$ cat src/rtl/dpm_port_arbiter_pkg.sv
// dpm_arb_pkg: shared FSM state type, counter width and round-robin pick for the port arbiter
package dpm_arb_pkg;
  typedef enum logic {INIT, RUN} state_t;
  localparam int CNT_W = 16;
  localparam int MAX_REQ = 8;
  function automatic logic [MAX_REQ-1:0] rr_pick(input logic [MAX_REQ-1:0] req, input logic [2:0] last, input int n);
    logic [MAX_REQ-1:0] g;
    logic [2:0] idx;
    g = '0;
    // Scan farthest-first so the nearest request after last wins
    for (int i = MAX_REQ; i >= 1; i--) begin
      idx = 3'((int'(last) + i) % n);
      if (i <= n && req[idx]) g = MAX_REQ'(1) << idx;
    end
    return g;
  endfunction
endpackage

$ cat src/rtl/dpm_port_arbiter_if.sv
// dpm_mem_if: one port of the dual-port memory; master drives the command, slave returns read data
interface dpm_mem_if #(parameter int WIDTH = 12, parameter int ADDR_WIDTH = 10);
  logic en;
  logic we;
  logic [ADDR_WIDTH-1:0] addr;
  logic [WIDTH-1:0] din;
  logic [WIDTH-1:0] dout;
  modport master(output en, we, addr, din, input dout);
  modport slave(input en, we, addr, din, output dout);
endinterface

$ cat src/rtl/dpm_rr_arbiter.sv
// dpm_rr_arbiter: round-robin pointer plus combinational one-hot grant and its index
module dpm_rr_arbiter import dpm_arb_pkg::*; #(
  parameter int NREQ = 4,
  localparam int LW = $clog2(NREQ)
) (
  input  logic            i_clk,
  input  logic            i_rst,
  input  logic            i_en,
  input  logic [NREQ-1:0] i_req,
  output logic [NREQ-1:0] o_gnt,
  output logic [LW-1:0]   o_idx
);
  logic [LW-1:0] r_last;
  assign o_gnt = i_en ? NREQ'(rr_pick(MAX_REQ'(i_req), 3'(r_last), NREQ)) : '0;
  always_comb begin
    o_idx = '0;
    for (int k = 0; k < NREQ; k++) if (o_gnt[k]) o_idx = LW'(k);
  end
  always_ff @(posedge i_clk) begin
    if (i_rst) r_last <= LW'(NREQ - 1);
    else if (|(i_req & o_gnt)) r_last <= o_idx;
  end
endmodule

$ cat src/rtl/dpm_port_arbiter.sv
// dpm_port_arbiter: zero-fills then round-robin shares one memory port; DPM_ARB_PERF_EN adds grant counters
module dpm_port_arbiter import dpm_arb_pkg::*; #(
  parameter int WIDTH = 12,
  parameter int ADDR_WIDTH = 10,
  parameter int NREQ = 4,
  parameter int READ_LAT = 1
) (
  input  logic                     i_clk,
  input  logic                     i_rst,
  input  logic [NREQ-1:0]          i_req,
  input  logic [NREQ-1:0]          i_we,
  input  logic [NREQ*ADDR_WIDTH-1:0] i_addr,
  input  logic [NREQ*WIDTH-1:0]    i_din,
  output logic [NREQ-1:0]          o_gnt,
  output logic [NREQ-1:0]          o_rvalid,
  output logic [WIDTH-1:0]         o_rdata,
  output logic                     o_init_done,
`ifdef DPM_ARB_PERF_EN
  input  logic                     i_cnt_clr,
  output logic [NREQ*CNT_W-1:0]    o_gnt_cnt,
`endif
  dpm_mem_if.master                mem
);
  localparam int LW = $clog2(NREQ);
  state_t r_state, w_next;
  logic [ADDR_WIDTH-1:0] r_cnt, r_mem_addr;
  logic [WIDTH-1:0] r_mem_din;
  logic r_mem_en, r_mem_we, r_init_done;
  logic [NREQ-1:0] r_tag [READ_LAT];
  logic [NREQ-1:0] r_rvalid, w_push;
  logic [LW-1:0] w_idx;
  logic w_xfer;
  dpm_rr_arbiter #(.NREQ(NREQ)) u_rr (
    .i_clk(i_clk), .i_rst(i_rst), .i_en(r_init_done), .i_req(i_req), .o_gnt(o_gnt), .o_idx(w_idx)
  );
  assign w_xfer = |(i_req & o_gnt);
  assign w_push = (w_xfer && !i_we[w_idx]) ? o_gnt : '0;
  assign w_next = (r_state == INIT && &r_cnt) ? RUN : r_state;
  always_ff @(posedge i_clk) begin
    if (i_rst) begin
      r_state <= INIT;
      r_cnt <= '0;
      r_init_done <= 1'b0;
    end else begin
      r_state <= w_next;
      r_cnt <= r_cnt + ADDR_WIDTH'(r_state == INIT);
      r_init_done <= r_state == RUN;
    end
  end
  always_ff @(posedge i_clk) begin
    if (i_rst) begin
      r_mem_en <= 1'b0;
      r_mem_we <= 1'b0;
      r_mem_addr <= '0;
      r_mem_din <= '0;
    end else if (r_state == INIT) begin
      r_mem_en <= 1'b1;
      r_mem_we <= 1'b1;
      r_mem_addr <= r_cnt;
      r_mem_din <= '0;
    end else if (w_xfer) begin
      r_mem_en <= 1'b1;
      r_mem_we <= i_we[w_idx];
      r_mem_addr <= i_addr[w_idx*ADDR_WIDTH +: ADDR_WIDTH];
      r_mem_din <= i_din[w_idx*WIDTH +: WIDTH];
    end else begin
      r_mem_en <= 1'b0;
      r_mem_we <= 1'b0;
    end
  end
  // Tags travel alongside the read so o_rvalid lands with the memory's unregistered dout
  always_ff @(posedge i_clk) begin
    if (i_rst) begin
      for (int j = 0; j < READ_LAT; j++) r_tag[j] <= '0;
      r_rvalid <= '0;
    end else begin
      r_tag[0] <= w_push;
      for (int j = 1; j < READ_LAT; j++) r_tag[j] <= r_tag[j-1];
      r_rvalid <= r_tag[READ_LAT-1];
    end
  end
  assign mem.en = r_mem_en;
  assign mem.we = r_mem_we;
  assign mem.addr = r_mem_addr;
  assign mem.din = r_mem_din;
  assign o_rvalid = r_rvalid;
  assign o_rdata = mem.dout;
  assign o_init_done = r_init_done;
`ifdef DPM_ARB_PERF_EN
  logic [CNT_W-1:0] r_gcnt [NREQ];
  always_ff @(posedge i_clk) begin
    for (int k = 0; k < NREQ; k++) begin
      if (i_rst || i_cnt_clr) r_gcnt[k] <= '0;
      else if (i_req[k] && o_gnt[k] && !(&r_gcnt[k])) r_gcnt[k] <= r_gcnt[k] + 1'b1;
    end
  end
  for (genvar g = 0; g < NREQ; g++) begin : g_cnt
    assign o_gnt_cnt[g*CNT_W +: CNT_W] = r_gcnt[g];
  end
`endif
endmodule

$ cat src/flat_wrapper.sv
// flat-port wrapper written by rule: the top's interface ports become plain ports
module dpm_port_arbiter_flat import dpm_arb_pkg::*;
#(
  parameter int WIDTH = 12,
  parameter int ADDR_WIDTH = 10,
  parameter int NREQ = 4,
  parameter int READ_LAT = 1
)
  (i_clk, i_rst, i_req, i_we, i_addr, i_din, o_gnt, o_rvalid, o_rdata, o_init_done, mem_en, mem_we, mem_addr, mem_din, mem_dout);
  dpm_mem_if #(.WIDTH(WIDTH), .ADDR_WIDTH(ADDR_WIDTH)) mem_i ();
  input  logic i_clk;
  input  logic i_rst;
  input  logic [NREQ-1:0] i_req;
  input  logic [NREQ-1:0] i_we;
  input  logic [NREQ*ADDR_WIDTH-1:0] i_addr;
  input  logic [NREQ*WIDTH-1:0] i_din;
  output logic [NREQ-1:0] o_gnt;
  output logic [NREQ-1:0] o_rvalid;
  output logic [WIDTH-1:0] o_rdata;
  output logic o_init_done;
  output wire logic [$bits(mem_i.en)-1:0] mem_en;
  output wire logic [$bits(mem_i.we)-1:0] mem_we;
  output wire logic [$bits(mem_i.addr)-1:0] mem_addr;
  output wire logic [$bits(mem_i.din)-1:0] mem_din;
  input wire logic [$bits(mem_i.dout)-1:0] mem_dout;
  assign mem_en = mem_i.en;
  assign mem_we = mem_i.we;
  assign mem_addr = mem_i.addr;
  assign mem_din = mem_i.din;
  assign mem_i.dout = mem_dout;
  dpm_port_arbiter #(.WIDTH(WIDTH), .ADDR_WIDTH(ADDR_WIDTH), .NREQ(NREQ), .READ_LAT(READ_LAT)) u_core (.i_clk(i_clk), .i_rst(i_rst), .i_req(i_req), .i_we(i_we), .i_addr(i_addr), .i_din(i_din), .o_gnt(o_gnt), .o_rvalid(o_rvalid), .o_rdata(o_rdata), .o_init_done(o_init_done), .mem(mem_i));
endmodule
$ cat config.mk
export PLATFORM = sky130hd
export DESIGN_NAME = dpm_port_arbiter_flat
export DESIGN_NICKNAME = d
export VERILOG_FILES = /design/src/rtl/dpm_port_arbiter_pkg.sv /design/src/rtl/dpm_port_arbiter_if.sv /design/src/rtl/dpm_rr_arbiter.sv /design/src/rtl/dpm_port_arbiter.sv /design/src/flat_wrapper.sv
export SDC_FILE = /design/constraint.sdc
export NUM_CORES = 1
export LEC_CHECK = 0
export CAP_MARGIN = 15
export CORE_UTILIZATION = 37
export DETAILED_ROUTE_END_ITERATION = 7
export PLACE_DENSITY = 0.82
export SLEW_MARGIN = 30
export SYNTH_ARGS = -nofsm -noshare
export SYNTH_HDL_FRONTEND = slang
export SYNTH_SLANG_ARGS = --single-unit
$ cat constraint.sdc
create_clock -name i_clk -period 4.25 [get_ports i_clk]
set_clock_uncertainty 0.2 [all_clocks]
set_input_delay 1.275 -clock i_clk [delete_from_list [all_inputs] [get_ports i_clk]]
set_output_delay 1.275 -clock i_clk [all_outputs]
set_load 0.02 [all_outputs]
======== Word level (Yosys, flattened, before mapping) ========
Memory sizes are Yosys's and may differ from the RTL's. A register that Yosys moved wholly into a read port is not among the register bits.
Index checks and enable logic that the tools add are counted.
cells by class
  multiplexer cells ....................... 30
  $mul .................................... 2
  reductions and logical operators ........ 11
  div/mod/pow operators ................... 0
  eq/ne operators ......................... 1
  bitwise logic cells ..................... 6
  $add $sub $neg .......................... 5
  shift-type cells ........................ 6
  order comparisons ....................... 5
operator list
  cell                                                                   number
  48-bit by 7-bit indexed part select with 12-bit output                 1
  40-bit by 7-bit indexed part select with 10-bit output                 1
  4-bit two-way mux                                                      7
  10-bit two-way mux                                                     2
  3-bit by 4-bit < comparator with 1-bit output (second input constant)  4
  1-bit by 3-bit << shifter with 4-bit output (first input constant)     4
  1-bit two-way mux                                                      14
  1-bit binary-select mux with 3-bit select                              4
  10-bit by 1-bit adder with 10-bit output                               1
  10-bit AND reduction                                                   1
  2-bit OR reduction                                                     5
  4-bit OR reduction                                                     2
  2-bit by 3-bit multiplier with 5-bit output (second input constant)    1
  2-bit by 1-bit adder with 2-bit output (second input constant)         2
  2-bit adder (second input constant)                                    2
  1-bit AND (first input constant)                                       4
  4-bit AND                                                              1
  2-bit by 2-bit multiplier with 4-bit output (second input constant)    1
  2-bit two-way mux                                                      2
  2-bit by 3-bit < comparator with 1-bit output (second input constant)  1
  1-bit binary-select mux with 2-bit select                              1
  1-bit logical AND                                                      2
  2-bit inequality test (second input constant)                          1
  1-bit logical NOT                                                      1
  1-bit inverter                                                         1
storage, ports and cells
  bits in writable memories ............... 4
  register bits ........................... 38
  memory bits (read-only) ................. 0
  latch bits .............................. 0
  input bits .............................. 110
  memories ................................ 1
  output and inout bits ................... 45
memories
  memory        words  width  read ports  clocked after memory_dff  write ports  RTL line                source
  u_core.r_tag  1      4      1           1                         1            dpm_port_arbiter.sv:29  logic [NREQ-1:0] r_tag [READ_LAT];

======== Depth between registers and ports, before layout ========
Gate-level depths: netlist (run 1).
  depth in word-level cells ............... 19
  mapped depth ............................ 13
  gate-level depth less buffers ........... 11

======== Hierarchy ========
A second synthesis (run 1) with hierarchy kept.
unflattened totals
  cells, all modules ...................... 282
  area total of the unflattened synthesis .. 2,884.0 sq um
by module, submodules not included
  module            area an instance (sq um)  sequential area each (sq um)  cells each  times used
  dpm_port_arbiter  2,328.5                   880.8                         218         1
  dpm_rr_arbiter    555.5                     40.0                          64          1

======== Worst setup path after synthesis (run 1) ========
Ideal clock, no wire load.
  path kind ............................... input to output
  from .................................... in i_req[2]
  to ...................................... out o_gnt[3]
  required time ........................... 2.775 ns
  stages on the path ...................... 8
  arrival ................................. 3.182 ns
  path buffers ............................ 3
  path slack .............................. -0.407 ns
  cells stage by stage .................... buf_1 -> mux4_2 -> a21oi_1 -> a22oi_1 -> nand2b_1 -> inv_1 -> clkbuf_1 -> clkbuf_1
on the way
  longest elaborated chain between the ends .. 7
RTL lines
  item                                       RTL line                    source
  start, declared                            flat_wrapper.sv:13          input logic [NREQ-1:0] i_req;
  1-bit binary-select mux with 3-bit select  dpm_port_arbiter_pkg.sv:13  if (i <= n && req[idx]) g = MAX_REQ'(1) << idx;
  1-bit two-way mux (implied by the code)    dpm_port_arbiter_pkg.sv:13
  4-bit two-way mux (3 in series)            dpm_port_arbiter_pkg.sv:13
  4-bit two-way mux (*)                      dpm_port_arbiter_pkg.sv:13
  4-bit two-way mux (*)                      dpm_rr_arbiter.sv:14        assign o_gnt = i_en ? NREQ'(rr_pick(MAX_REQ'(i_req), 3'(r_last), NREQ)) : '0;
  end, declared                              flat_wrapper.sv:17          output logic [NREQ-1:0] o_gnt;
Mark *: on every way between the ends. The rest lies on a longest branch, timed or not. The select of a mux whose other input is x is not followed.

======== Final worst setup path (run 1) ========
  from .................................... in i_req[1]
  to ...................................... out o_gnt[0]
Same word-level chain as after synthesis.

==> results of run 1 <==
-- stage by stage --
step / setup TNS (ns) / worst slack [ns] / instance area, um^2
after global placement: -10.42 / -0.872 / 4620
after detailed placement: -11.93 / -0.873 / 4620
final: 0 / 0.00424 / 4800
after CTS: -0.0245 / -0.0245 / 4760
after global routing: -0.143 / -0.0670 / 4800
after floorplan: -0.000475 / -0.000475 / 3140
-- power groups by stage --
| stage | clock, uW | combinational [uW] | sequential (uW) |
|---|---|---|---|
| after floorplan | 0 | 69.2 | 452 |
| after CTS | 265 | 178 | 440 |
| final | 262 | 178 | 440 |
| after global routing | 286 | 191 | 441 |
| after detailed placement | 0 | 171 | 450 |
| after global placement | 0 | 169 | 450 |
-- sequential cells by signal (all words and copies together) (netlist names), 2 cells and up --
register,cells
u_core.mem.addr,10
u_core.r_tag,4
u_core.mem.din,12
u_core.u_rr.r_last,2
u_core.o_rvalid,4
u_core.r_cnt,10
-- worst max path at each step --
stage / slack (ns) / from / depth (start not counted) / to
3_3_place_gp: -0.87 / i_req[2] / 8 / o_gnt[3]
5_1_grt: -0.07 / i_req[1] / 7 / o_gnt[0]
6_report: 0.004 / i_req[1] / 7 / o_gnt[0]
2_1_floorplan: -0.0005 / i_req[2] / 8 / o_gnt[3]
3_5_place_dp: -0.87 / i_req[2] / 8 / o_gnt[1]
4_1_cts: -0.02 / i_req[1] / 7 / o_gnt[0]
-- layer usage --
| metal | share of wire | vias up |
|---|---|---|
| li1 | - | 1627 |
| met1 | 0.42 | 1598 |
| met2 | 0.50 | 111 |
| met3 | 0.056 | 12 |
| met4 | 0.016 | 0 |
| met5 | 0 | - |
-- worst max-delay path, delay by kind of cell --
family,cells,cell delay (ns)
mux,1,0.51
compound gates,3,0.69
buf+inv,3,0.29
-- timing repair --
action / 4_1_cts / 5_1_grt
resized for setup: 49 / 10
pin swaps: 4 / 3
setup endpoints to repair: 19 / 4
buffers inserted: 2 / 2
hold buffers: 0 / 0
-- cell usage in the layout (no fill, tap or decap), drive strengths merged, types with 5 or more instances in the layout --
cell	count
a211o	12
o21ai	29
nor2b	10
mux2i	16
nand2	23
nor3b	10
nor4	5
o221ai	10
xor2	5
dfxtp	46
a21oi	40
ha	8
mux2	13
nor2	39
nand2b	7
buf	45
clkbuf	6
clkdlybuf4s50	122
inv	10
nand3	9
nand4b	9
-- layout make-up --
class | instances | area (um^2) | area share
Clock inverter | 2 | 13.8 | 0.00287
Timing Repair Buffer | 167 | 1640 | 0.342
Sequential cell | 46 | 921 | 0.192
Tap cell | 105 | 131 | 0.0274
Inverter | 10 | 40.0 | 0.00834
Multi-Input combinational cell | 281 | 1980 | 0.412
Clock buffer | 6 | 72.6 | 0.0151
-- cell families after synthesis --
family / Yosys count
AO/OA/AOI/OAI: 108
XOR/XNOR: 6
adder cells (fa/ha/maj): 8
buffers and inverters: 51
flip-flops: 46
multiplexers: 33
AND/OR/NAND/NOR: 126
==> results.toml, run 1 <==
[floorplanning]
io_pins = 155
core_um2 = 8180
fp.dieW_um = 93.7
core.rowCount = 33
dieArea_um2 = 8770
initial_utilization = 0.380
die_y_um = 93.7

[final_layout]
final_nets = 629
fin_cells = 617
fillers = 729
insertedDiodeCount = 0
drive_gt1_frac = 0.164
final_util = 0.587
area_growth_pct = 54.4

[timing]
max_freq_mhz = 236
post-route-period-util = 0.999
hold_ws_ns = 0.240
relSlewSlack = 0.544
tightest_slew_ns = 0.683
hold_viol_final = 0
slew_violations = 0
rsz0062_at_grt = "yes"
post-route-min-period_ns = 4.25
setup_violations = 0

[global_route]
use_met1 = 0.279
grt-busiest-layer = "met2"
gr-usage-met2 = 0.412
overflow = 0
grt_pass1_wl_mm = 15.8
grt_max_degree = 40
first_global_vias = 3296
grtUsageMet3 = 0.0405
track_usage = 0.229
antenna_found_initial = 0

[synth]
synth-edff-count = 0
synth_top_area_cell = "dfxtp_1"
syn-instance-count = 378
synth_flop_cell = "dfxtp_1"
synth_fa_ha_area_frac = 0.0322
ys_types = 50
synth_common_cells = "dfxtp_1, a21oi_1, nor2_1"
synth_top_area_frac = 0.296
synth_area_leaders = "dfxtp_1, a21oi_1, mux2i_1"
netlist_area_um2 = 3110
synth_xor_area_frac = 0.0169
synth_compound_area_frac = 0.224
yosysMostFrequentCell = "dfxtp_1"
synth-seq-area-share = 0.296
muxShareOfSynthArea = 0.128
synthSimpleGateAreaFrac = 0.217
synth_top_family_by_area = "compound AO/OA/AOI/OAI gates"
ys_ff_latch = 46
syn_area_per_cell_um2 = 8.23
ys_warn_count = 0
syn_nets = 496
async_reset_ff_frac = 0

[worst_hold_path]
worstHoldStart = "u_core.r_tag[0][2]"
hold_path_end = "u_core.o_rvalid[2]"
hp-class = "reg -> reg"
holdPathStages = 1

[power]
leakage_uw = 0.00188
powerDensity_nw_per_um2 = 183
clock_power_share = 0.298
vdd_ir_drop_max_uv = 159
p_switching_uw = 206
power_uw = 880
power.share.switching = 0.234
p_int_uw = 674
comb_power_share = 0.202
pwr-share-seq = 0.500

[critical_path]
cp_slowest_cell = "mux4_2"
endpoint_kind = "primary output"
critPathRequiredTime_ns = 2.77
rr_worst_depth = 14
cp-start-kind = "input pin"
path_max_fanout = 3
critical_path.reg2reg.startpoint = "u_core.u_rr.r_last[1]"
crit_path_max_incr_delay_ns = 0.51
cp_data_arrival_time_ns = 2.77
rrSetupSlack_ns = 0.73
critPathKind = "in -> out"
rr_endpoint = "u_core.r_tag[0][1]"
crit_top_cell = "buf_6"
crit_chain = "buf_6, mux4_2, a221o_1, a41o_1, a31oi_2, inv_1, buf_6"

[cts]
clk_path_buf_depth = 2
numClockSinks = 46
cts_root_buf = "clkbuf_8"
cts_tree = "built"
cts_buffers = 5
path_clk_slew_ns = 0.09
clock_latency_ns = 0.29
ctsHtreeMaxLevel = 2

[detailed_routing]
via_count = 3348
drc = 0
viasPerCell = 5.43
drt-wirelength-per-cell_um = 16.1
drtPass1Iterations = 4
route.antenna.remaining_nets = 0
drt_iter0_markers = 149
routed_wl_mm = 9.93

[place]
place_inst = 606
place_congestion = 0.830
hpwl_mm = 7.43
io_buffers = 130

[outcome]
status = "complete, no violations"

[run]
drv_cap = 0
No activity file was read; power rests on OpenSTA's default activity.
==> inputs of run 2 (changes only) <==
--- a/config.mk
+++ b/config.mk
@@ -5,10 +5,13 @@
 export SDC_FILE = /design/constraint.sdc
 export NUM_CORES = 1
 export LEC_CHECK = 0
+export ABC_AREA = 1
 export CAP_MARGIN = 15
-export CORE_UTILIZATION = 37
+export CORE_MARGIN = 2
+export CORE_UTILIZATION = 38
 export DETAILED_ROUTE_END_ITERATION = 7
 export PLACE_DENSITY = 0.82
+export SKIP_CTS_REPAIR_TIMING = 1
 export SLEW_MARGIN = 30
 export SYNTH_ARGS = -nofsm -noshare
 export SYNTH_HDL_FRONTEND = slang
==> run 2 against run 1 <==
Utilization down 2.8 points. Clock power is 27% higher. Power up 6.4%. Maximum frequency grew 2.2%. Worst hold slack worse by 0.034 ns. Die area rose by 9.5%. Design area is 0.68% higher. Sequential power is essentially flat. Flip-flop and latch count did not move.
==> results.toml, run 2 <==
[timing]
slew_violations = 0
relSlewSlack = 0.651
tightest_slew_ns = 0.522
post-route-period-util = 0.977
setup_violations = 0
setup_tns_ns = 0
hold_viol_final = 0
post-route-min-period_ns = 4.15
rsz0062_at_grt = "yes"
max_freq_mhz = 241
hold_ws_ns = 0.205

[cts]
cts_buffers = 5
cts_tree = "built"
ctsHtreeMaxLevel = 2
path_clk_slew_ns = 0.09
cts_root_buf = "clkbuf_8"
numClockSinks = 46
clk_path_buf_depth = 2
clock_latency_ns = 0.30

[detailed_routing]
routed_wl_mm = 10.3
via_count = 3833
viasPerCell = 4.74
drt-wirelength-per-cell_um = 12.7
drtPass1Iterations = 5
route.antenna.remaining_nets = 0
drc = 0
drt_iter0_markers = 144

[worst_hold_path]
hp-class = "reg -> reg"

[synth]
synth_area_leaders = "dfxtp_1, nand2_1, inv_1"
synth_flop_cell = "dfxtp_1"
yosysMostFrequentCell = "nand2_1"
ys_warn_count = 0
ys_types = 28
syn_area_per_cell_um2 = 5.78
netlist_area_um2 = 3360
synth_common_cells = "nand2_1, inv_1, nor2_1"
syn_nets = 699
syn-instance-count = 581
synth_top_area_cell = "dfxtp_1"
async_reset_ff_frac = 0
synth_top_area_frac = 0.274
ys_ff_latch = 46
synth-seq-area-share = 0.274
synth-edff-count = 0

[outcome]
status = "complete, no violations"

[floorplanning]
fp.dieW_um = 98.0
initial_utilization = 0.389
die_y_um = 98.0
core_um2 = 8640
core.rowCount = 34
io_pins = 155
dieArea_um2 = 9610

[place]
hpwl_mm = 8.01
io_buffers = 130
place_congestion = 0.897

[run]
drv_cap = 0

[final_layout]
insertedDiodeCount = 0
layout_commonest_cell = "nand2_1"
final_nets = 818
area_growth_pct = 43.8
drive_gt1_frac = 0.0856
fillers = 863
largest_reg_flops = 12
mostFrequentLayoutCells = "nand2_1, clkdlybuf4s50_1, inv_1"

[global_route]
grt_pass1_wl_mm = 16.6
first_global_vias = 3588
overflow = 0
antenna_found_initial = 0
track_usage = 0.210
grt_max_degree = 39

[power]
clock_power_share = 0.356
vdd_ir_drop_max_uv = 145
p_switching_uw = 218
p_int_uw = 720
power_uw = 937
powerDensity_nw_per_um2 = 194
leakage_uw = 0.00228
comb_power_share = 0.176
power.share.switching = 0.232
pwr-share-seq = 0.468

[critical_path]
critPathRequiredTime_ns = 2.77
cp-start-kind = "input pin"
endpoint_kind = "primary output"
path_max_fanout = 4
critPathKind = "in -> out"
cp_data_arrival_time_ns = 2.68
## run 2: changes by cell type after synthesis, moves of 13 or more
cell | previous run | this run
nand2_1 | 22 | 154
nand3_1 | 9 | 41
mux2i_1 | 16 | 0
nor2_1 | 38 | 88
inv_1 | 9 | 91
mux2_2 | 13 | 0
## run 2: metal layers
layer  up-vias  share of wire  GRT usage
li1       2003              -          -
met1      1639           0.41      0.244
met2       170           0.47      0.380
met3        21          0.087     0.0444
met4         0          0.025     0.0716
met5         -              0          0
## run 2: final cells by class
cell class                      instances  area, um^2  share of cell area
Timing Repair Buffer                  148        1420               0.294
Multi-Input combinational cell        394        1850               0.383
Tap cell                              108         135              0.0280
Clock buffer                            5        68.8              0.0142
Inverter                              105         394              0.0816
Sequential cell                        46         921               0.191
Clock inverter                          3        43.8             0.00906
## run 2: logic make-up (layout without fill, tap and decap cells)
kind of cell             Yosys count  after routing  synth area share
AND/OR/NAND/NOR                  316            316             0.403
flip-flops                        46             46             0.274
adder cells (fa/ha/maj)            8              8            0.0298
buffers and inverters            141            261             0.182
AO/OA/AOI/OAI                     70             70             0.111
## run 2: worst paths after layout
path                    startpoint            endpoint  slack [ns]  cells after the start
min reg2reg     u_core.r_tag[0][2]  u_core.o_rvalid[2]        0.21                      2
max reg2reg  u_core.u_rr.r_last[1]  u_core.r_tag[0][0]        0.90                     16
min             u_core.r_tag[0][2]  u_core.o_rvalid[2]        0.21                      2
max                       i_req[3]            o_gnt[0]         0.1                     10
## run 2: through the flow
| step | worst slack [ns] | cells | utilization | cell area [um^2] |
|---|---|---|---|---|
| 3_5_place_dp | -0.379 | 801 | 0.546 | 4710 |
| 5_1_grt | -0.0176 | 809 | 0.560 | 4830 |
| 4_1_cts | -0.380 | 809 | 0.559 | 4830 |
| 2_1_floorplan | 0.482 | 581 | - | 3360 |
| 6_report | 0.0971 | 809 | 0.560 | 4830 |
| 3_3_place_gp | -0.365 | 801 | 0.546 | 4710 |
## run 2: power groups by stage
| stage | logic [uW] | clock network, uW | registers, uW |
|---|---|---|---|
| floorplan | 65.2 | 0 | 452 |
| global placement | 163 | 0 | 449 |
| detailed placement | 163 | 0 | 449 |
| CTS | 164 | 339 | 439 |
| global route | 180 | 354 | 439 |
| finish | 165 | 333 | 439 |
## run 2: critical path: stages
cell,delay [ns]
clkdlybuf4s50_1,0.46
nand2_1,0.13
nand3_2,0.11
buf_4,0.16
nand3_1,0.08
nand3_1,0.08
nand2_1,0.10
nand2_1,0.08
inv_1,0.05
clkbuf_2,0.16
